<file path="src/rtl/keypad_matrix_emulator.sv">
// keypad_matrix_emulator
// Emulates one key of a 4x4 active-high keypad matrix for exercising a keypad
// scanner. A requested key is "pressed" with an optional contact-bounce burst,
// held (row output follows the latched column drive), then "released" with an
// optional bounce burst. Completed scans of the key column are counted in HELD.
//
// Build option: define KEYPAD_EMU_BOUNCE_EN to generate the bounce bursts.
// Without it the bounce states are skipped, contact steps once, and the bounce
// parameters are accepted but unused.
module keypad_matrix_emulator #(
    parameter int BOUNCE_CYCLES = 8,
    parameter int BOUNCE_EDGES  = 4
) (
    input  logic       clk,
    input  logic       rst,
    input  logic [3:0] col,
    output logic [3:0] fila,
    input  logic [3:0] key_id,
    input  logic       press_req,
    input  logic       release_req,
    output logic       busy,
    output logic       held,
    output logic [7:0] scans
);

    typedef enum logic [1:0] {
        IDLE           = 2'd0,
        PRESS_BOUNCE   = 2'd1,
        HELD           = 2'd2,
        RELEASE_BOUNCE = 2'd3
    } state_t;

    state_t     state_reg;
    logic       contact_reg;
    logic       busy_reg;
    logic       held_reg;
    logic       col_prev_reg;
    logic [3:0] key_reg;
    logic [7:0] scans_reg;

    logic       col_hit;
    logic       scan_edge;

    // Out-of-range parameters have no dedicated handling; this block only names the legal range.
    if (BOUNCE_CYCLES < 1 || BOUNCE_CYCLES > 255 || BOUNCE_EDGES < 1 || BOUNCE_EDGES > 15) begin : g_params_out_of_range
    end

    // Only the latched column is ever examined; other col bits are don't-care.
    assign col_hit   = col[key_reg[1:0]];
    assign scan_edge = col_hit & ~col_prev_reg;

`ifdef KEYPAD_EMU_BOUNCE_EN
    localparam int TIMER_W = $clog2(BOUNCE_CYCLES + 1);
    localparam int EDGE_W  = $clog2(BOUNCE_EDGES + 1);

    logic [TIMER_W-1:0] timer_reg;
    logic [EDGE_W-1:0]  edges_reg;
    logic               phase_done;
    logic               last_edge;

    // A bounce phase lasts BOUNCE_CYCLES clocks; the burst ends on toggle number BOUNCE_EDGES.
    assign phase_done = (timer_reg == TIMER_W'(BOUNCE_CYCLES - 1));
    assign last_edge  = (edges_reg == EDGE_W'(BOUNCE_EDGES - 1));
`endif

    // Main FSM: state, contact, latched key, scan counter and registered status flags.
    always_ff @(posedge clk) begin
        if (rst) begin
            state_reg    <= IDLE;
            contact_reg  <= 1'b0;
            busy_reg     <= 1'b0;
            held_reg     <= 1'b0;
            col_prev_reg <= 1'b0;
            key_reg      <= 4'd0;
            scans_reg    <= 8'd0;
`ifdef KEYPAD_EMU_BOUNCE_EN
            timer_reg    <= '0;
            edges_reg    <= '0;
`endif
        end else begin
            col_prev_reg <= col_hit;
            case (state_reg)
                IDLE: begin
                    if (press_req) begin
                        key_reg      <= key_id;
                        scans_reg    <= 8'd0;
                        // Seed the edge detector from the new column so a level
                        // already high on entry is not counted as a scan.
                        col_prev_reg <= col[key_id[1:0]];
                        contact_reg  <= 1'b1;
                        busy_reg     <= 1'b1;
`ifdef KEYPAD_EMU_BOUNCE_EN
                        state_reg    <= PRESS_BOUNCE;
                        held_reg     <= 1'b0;
                        timer_reg    <= '0;
                        edges_reg    <= '0;
`else
                        state_reg    <= HELD;
                        held_reg     <= 1'b1;
`endif
                    end
                end
`ifdef KEYPAD_EMU_BOUNCE_EN
                PRESS_BOUNCE: begin
                    if (phase_done) begin
                        timer_reg <= '0;
                        if (last_edge) begin
                            edges_reg   <= '0;
                            contact_reg <= 1'b1;
                            state_reg   <= HELD;
                            held_reg    <= 1'b1;
                        end else begin
                            edges_reg   <= edges_reg + 1'b1;
                            contact_reg <= ~contact_reg;
                        end
                    end else begin
                        timer_reg <= timer_reg + 1'b1;
                    end
                end
`endif
                HELD: begin
                    if (scan_edge && scans_reg != 8'hFF) begin
                        scans_reg <= scans_reg + 8'd1;
                    end
                    if (release_req) begin
                        contact_reg <= 1'b0;
                        held_reg    <= 1'b0;
`ifdef KEYPAD_EMU_BOUNCE_EN
                        state_reg   <= RELEASE_BOUNCE;
                        timer_reg   <= '0;
                        edges_reg   <= '0;
`else
                        state_reg   <= IDLE;
                        busy_reg    <= 1'b0;
`endif
                    end
                end
`ifdef KEYPAD_EMU_BOUNCE_EN
                RELEASE_BOUNCE: begin
                    if (phase_done) begin
                        timer_reg <= '0;
                        if (last_edge) begin
                            edges_reg   <= '0;
                            contact_reg <= 1'b0;
                            state_reg   <= IDLE;
                            busy_reg    <= 1'b0;
                        end else begin
                            edges_reg   <= edges_reg + 1'b1;
                            contact_reg <= ~contact_reg;
                        end
                    end else begin
                        timer_reg <= timer_reg + 1'b1;
                    end
                end
`endif
                default: begin
                    state_reg   <= IDLE;
                    contact_reg <= 1'b0;
                    busy_reg    <= 1'b0;
                    held_reg    <= 1'b0;
                end
            endcase
        end
    end

    // Row return: only the latched row can assert, gated by contact and the latched column.
    always_comb begin
        fila = 4'b0000;
        if (contact_reg && col_hit && !rst) begin
            fila[key_reg[3:2]] = 1'b1;
        end
    end

    // Status outputs are forced low while reset is applied.
    assign busy  = busy_reg & ~rst;
    assign held  = held_reg & ~rst;
    assign scans = scans_reg;

endmodule

</file>
<file path="config.mk">
export PLATFORM = sky130hd
export DESIGN_NAME = keypad_matrix_emulator
export DESIGN_NICKNAME = d
export VERILOG_FILES = /design/src/rtl/keypad_matrix_emulator.sv
export SDC_FILE = /design/constraint.sdc
export NUM_CORES = 1
export LEC_CHECK = 0
export CAP_MARGIN = 40
export CELL_PAD_IN_SITES_DETAIL_PLACEMENT = 1
export CELL_PAD_IN_SITES_GLOBAL_PLACEMENT = 1
export CORE_MARGIN = 1
export CORE_UTILIZATION = 32
export DETAILED_ROUTE_END_ITERATION = 7
export PLACE_DENSITY_LB_ADDON = 0.1
export SYNTH_ARGS = -nofsm -noshare
export SYNTH_HDL_FRONTEND = slang
export SYNTH_SLANG_ARGS = --single-unit
</file>
<file path="constraint.sdc">
create_clock -name clk -period 2.25 [get_ports clk]
set_clock_uncertainty 0.15 [all_clocks]
set_input_delay 0.3375 -clock clk [delete_from_list [all_inputs] [get_ports clk]]
set_output_delay 0.3375 -clock clk [all_outputs]
set_load 0.01 [all_outputs]
</file>
# Yosys cells after proc, flatten, opt, wreduce, memory -nomap -nowiden
# Cells that the tools add are included.
# op_classes
eq_ne	5
n_bitwise	4
n_shift	0
div	0
mux	18
add_sub_neg	1
mul	0
order_cmp	4
reduce_logical	10
# op_table
op	n
$mux W8	2
$pmux W8 S2	1
$lt A2 B3 Y1 const B	3
$add A8 B1 Y8 const B	1
$ne A8 B8 Y1 const B	1
$mux W1	7
$ne A2 B2 Y1 const B	3
$bmux W1 S2	2
$logic_and A1 B1 Y1	4
$mux W2	2
$mux W4	1
$pmux W2 S2	1
$reduce_and A2 Y1	2
$reduce_and A3 Y1	1
$and A1 B1 Y1	2
$demux W1 S2	1
$eq A2 B2 Y1 const B	1
$ge A2 B1 Y1 const B	1
$logic_not A2 Y1	1
$not A1 Y1	2
$pmux W1 S2	1
$reduce_bool A2 Y1	1
$logic_not A1 Y1	1
# totals
romBits	0
output_inout_bits	14
register_bits	16
latchBits	0
ramBits	0
memories	0

# Logic depth before layout (Yosys ltp)
# logic_depth
depth_word	6
depth_mapped	6
depth_no_buf	6

# Least setup slack after synthesis
# OpenSTA, ideal clock, no wires.
# synth_path
kind	reg-to-reg
startpoint	reg scans_reg[0] (netlist: scans[0])
endpoint	reg scans_reg[3] (netlist: scans[3])
arrival_time_ns	1.502
stages_incl_launch_ff	7
setup_ns	0.122
setup_slack_ns	0.477
required_time_ns	1.978
path_cell_list	dfxtp_1 -> ha_1 -> and3_1 -> a21oi_2 -> buf_6 -> a41oi_1 -> a221o_1
# synth_between
elab_chain_len	4
# synth_rtl
item	line	text
from (decl)	39	logic [7:0] scans_reg;
from (signal assigned)	123	scans_reg <= scans_reg + 8'd1;
parallel branches: the longest is 4 deep, another holds $add A8 B1 Y8	--	
# Parallel ways; which one is timed is not known. The select of a mux whose other input is x is not followed.
# A chain may end at the register's enable or synchronous reset.

# Final worst setup path
# layout_path
startpoint	in col[2]
endpoint	out fila[0]
# layout_between
elab_chain_len	5
# layout_rtl
item	line	text
from (decl)	16	input logic [3:0] col,
$bmux W1 S2	49	assign col_hit = col[key_reg[1:0]];
$mux W1 (not written as such)	49	
$logic_and A1 B1 Y1 (2 in a row)	169	if (contact_reg && col_hit && !rst) begin
$mux W4	169	
to (decl)	17	output logic [3:0] fila,
# Every way passes these cells. The select of a mux whose other input is x is not followed.

==> metrics.txt <==
Critical Path RT 1.76 ns; Post-synth EDFFs 0; cell taking the most area after synthesis dfxtp_1; cell family with most CP delay buffers and inverters; worst setup margin between 0.06 and 0.07 ns; synth top area cells dfxtp_1 (34%), nand2_1 (7.4%), a21oi_1 (4.3%); DR iter-0 viols 7; Max FO, Critical Path 3; Worst setup EP type output pin; crit path cell chain clkdlybuf4s50_1 -> mux2_2 -> mux2_4 -> nand2_2 -> nor3_1 -> clkdlybuf4s15_1; max reg flops 8; CP endpoint fila[0]; Starting Density roughly 35%; vias in the first global route 868; CTS Buf Count 3; R2R Setup Slk 0.30 ns; top_reg_cell synth dfxtp_1; Routed Antenna Nets 0; Leak 0.490 nW; Mapped Cells 92; die width approximately 52 µm; yosys warns 0; CP startpoint kind primary input; DRC viols 0; Worst VDD drop 0.000420 V; crit path launch col[2]; Post-DP HPWL 1790 µm; area share of the largest cell type after synthesis between 30% and 40%; GRT Total Usage 19.7%; worst skew pair latency 0.30 ns; Pwr Total roughly 0.00056 W; count of input and output buffers 25; Yosys reg bits 14; Post-synth ARST share 0%; Slew @ Worst Pin 0.456 ns; Ports 26; maximum root-to-sink buffer count 2; DR vias/cell 5.42; Die H between 50 and 60 µm; Worst-path clk slew 0.10 ns; Crit Path Class in -> out; Critical Path Stages 6; distinct cell type count after synthesis 40; fin cells 156; Vias 845; WL final 2360 µm; Slew Limit Headroom 69.6%; Period minus WS final roughly 2.2 ns; 1st-pass router iterations 2; r2r startpoint scans[0]$_SDFFE_PP0P_; WL per Instance 15.1 µm; Min Hold Slack 0.343 ns; Worst Hold Depth 2; Design Area, Final ~1200 µm²; CTS tree done; DP Worst Slack -0.279 ns; Nets between 100 and 150; Net Count, Synth 105; postcts setup bufs 0; Final setup viols 0; syn avg cell area 8.84 µm²; crit path buf inv count 2; Hold Fails Final Rpt 0; Max stage delay on crit path 0.41 ns; Final Cycle Share a little over nine tenths; n_diodes 0; layout cells sized above 1 22.7%; gpl congestion just over 0.8; DIE AREA 2750 µm²; row count 17; # placed instances 152; core area about 2300 µm²; crit path DAT about 1.7 ns; first-pass GRT wire length 3870 µm; DP Area 1150 µm²; status finished, final reports clean; Slew Viols, Final 0; hold_buf cts 0; max-cap violations 0; CTS H-tree depth 1; worst hold-check path type reg -> reg; # fillers 283; max frequency between 400 and 500 MHz; Area Growth Syn to Fin 47.2%; cells on worst reg2reg path 6; register area share after synthesis 34.5%; Power Dens Cells 470 nW/µm²; Slowest-stage cell, CP clkdlybuf4s50_1; CTS sink cnt 14; Mapped Area around 800 µm²; root buffer cell clkbuf_4; largest net degree at the start of global routing 15; R2R Path End scans[0]$_SDFFE_PP0P_; remaining global-route overflow 0; antenna violations before repair 0; unrepaired setup endpoints after global routing false
-- logic make-up after synthesis --
| group | count (synthesis) | share of synthesized area, % |
|---|---|---|
| xor+xnor | 1 | 1.08 |
| flops | 14 | 34.5 |
| mux | 5 | 8.77 |
| simple gates | 46 | 33.5 |
| fa+ha+maj | 1 | 1.54 |
| buf+inv | 5 | 3.84 |
| compound gates | 20 | 16.8 |
-- layout make-up --
class / count / area [µm²] / area share (%)
inverter: 1 / 3.75 / 0.313
multi-input combinational: 73 / 512 / 42.7
clock buffer: 4 / 36.3 / 3.03
timing repair buffer: 36 / 329 / 27.5
tap: 28 / 35.0 / 2.93
sequential: 14 / 282 / 23.5
-- cell usage after synthesis (2+ instances only) --
cell type	instances
nand2_1	16
dfxtp_1	14
a21oi_1	7
and4_1	4
a31oi_1	3
mux2_2	3
nand2b_1	3
nor3_1	3
nor3b_1	3
and3b_1	2
nand3_1	2
nand3b_1	2
nor2_1	2
o21ai_0	2
-- cell usage in the layout (no fill, tap or decap), types with 2 or more instances in the layout --
cell type	netlist	final
clkbuf_4	0	3
mux2_4	1	3
nand3_1	2	2
clkdlybuf4s15_1	0	3
and4_1	4	4
nand2b_1	3	3
clkdlybuf4s50_1	0	19
nor2_1	2	2
nor3b_1	3	3
o21ai_0	2	2
a21oi_1	7	7
nand2_1	16	15
buf_4	1	11
a31oi_1	3	3
nand3b_1	2	2
and3b_1	2	2
nor3_1	3	3
dfxtp_1	14	13
-- metrics by stage --
stage          utilization (%)  TNS, ns
2_1_floorplan                -        0
3_3_place_gp              50.2   -0.763
3_5_place_dp              50.2    -1.16
4_1_cts                   52.3        0
5_1_grt                   52.1        0
6_report                  52.1        0
-- routing by layer --
metal | up-vias | global-route usage (%) | part of all wire (%) | routed length (µm)
li1 | 414 | - | - | -
met1 | 406 | 22.8 | 45 | 1050
met2 | 21 | 34.4 | 50 | 1170
met3 | 4 | 5.51 | 4.6 | 108
met4 | 0 | 6.58 | 1.1 | 27
met5 | - | 0 | 0 | 0
-- worst reg2reg max path, cell delays in order, from the launching register on --
cell and delay (ns):
dfxtp_1 0.37, ha_1 0.25, and3_1 0.22, a21oi_2 0.36, buf_4 0.19, mux2_4 0.29
nor2_2 0.07
-- where the power goes --
part	internal (W)	switching, W	leakage, nW
sequential	0.000256	0.00000806	0.114
combinational	0.0000599	0.0000472	0.355
clock	0.0000987	0.0000927	0.0210
-- how the worst min path moves through the flow --
stage,to,slack (ns),from
finish,key_reg[1]$_SDFFE_PP0P_,0.34,key_reg[1]$_SDFFE_PP0P_
global route,key_reg[1]$_SDFFE_PP0P_,0.36,key_reg[1]$_SDFFE_PP0P_
CTS,key_reg[1]$_SDFFE_PP0P_,0.34,key_reg[1]$_SDFFE_PP0P_
detailed placement,key_reg[1]$_SDFFE_PP0P_,0.34,key_reg[1]$_SDFFE_PP0P_
global placement,key_reg[1]$_SDFFE_PP0P_,0.33,key_reg[1]$_SDFFE_PP0P_
floorplan,key_reg[1]$_SDFFE_PP0P_,0.31,key_reg[1]$_SDFFE_PP0P_
-- timing repair --
| action | CTS | global route |
|---|---|---|
| resized for setup | 14 | 3 |
| pin swaps | 0 | 0 |
| setup endpoints to repair | 4 | 4 |
No activity file was read; power rests on OpenSTA's default activity.
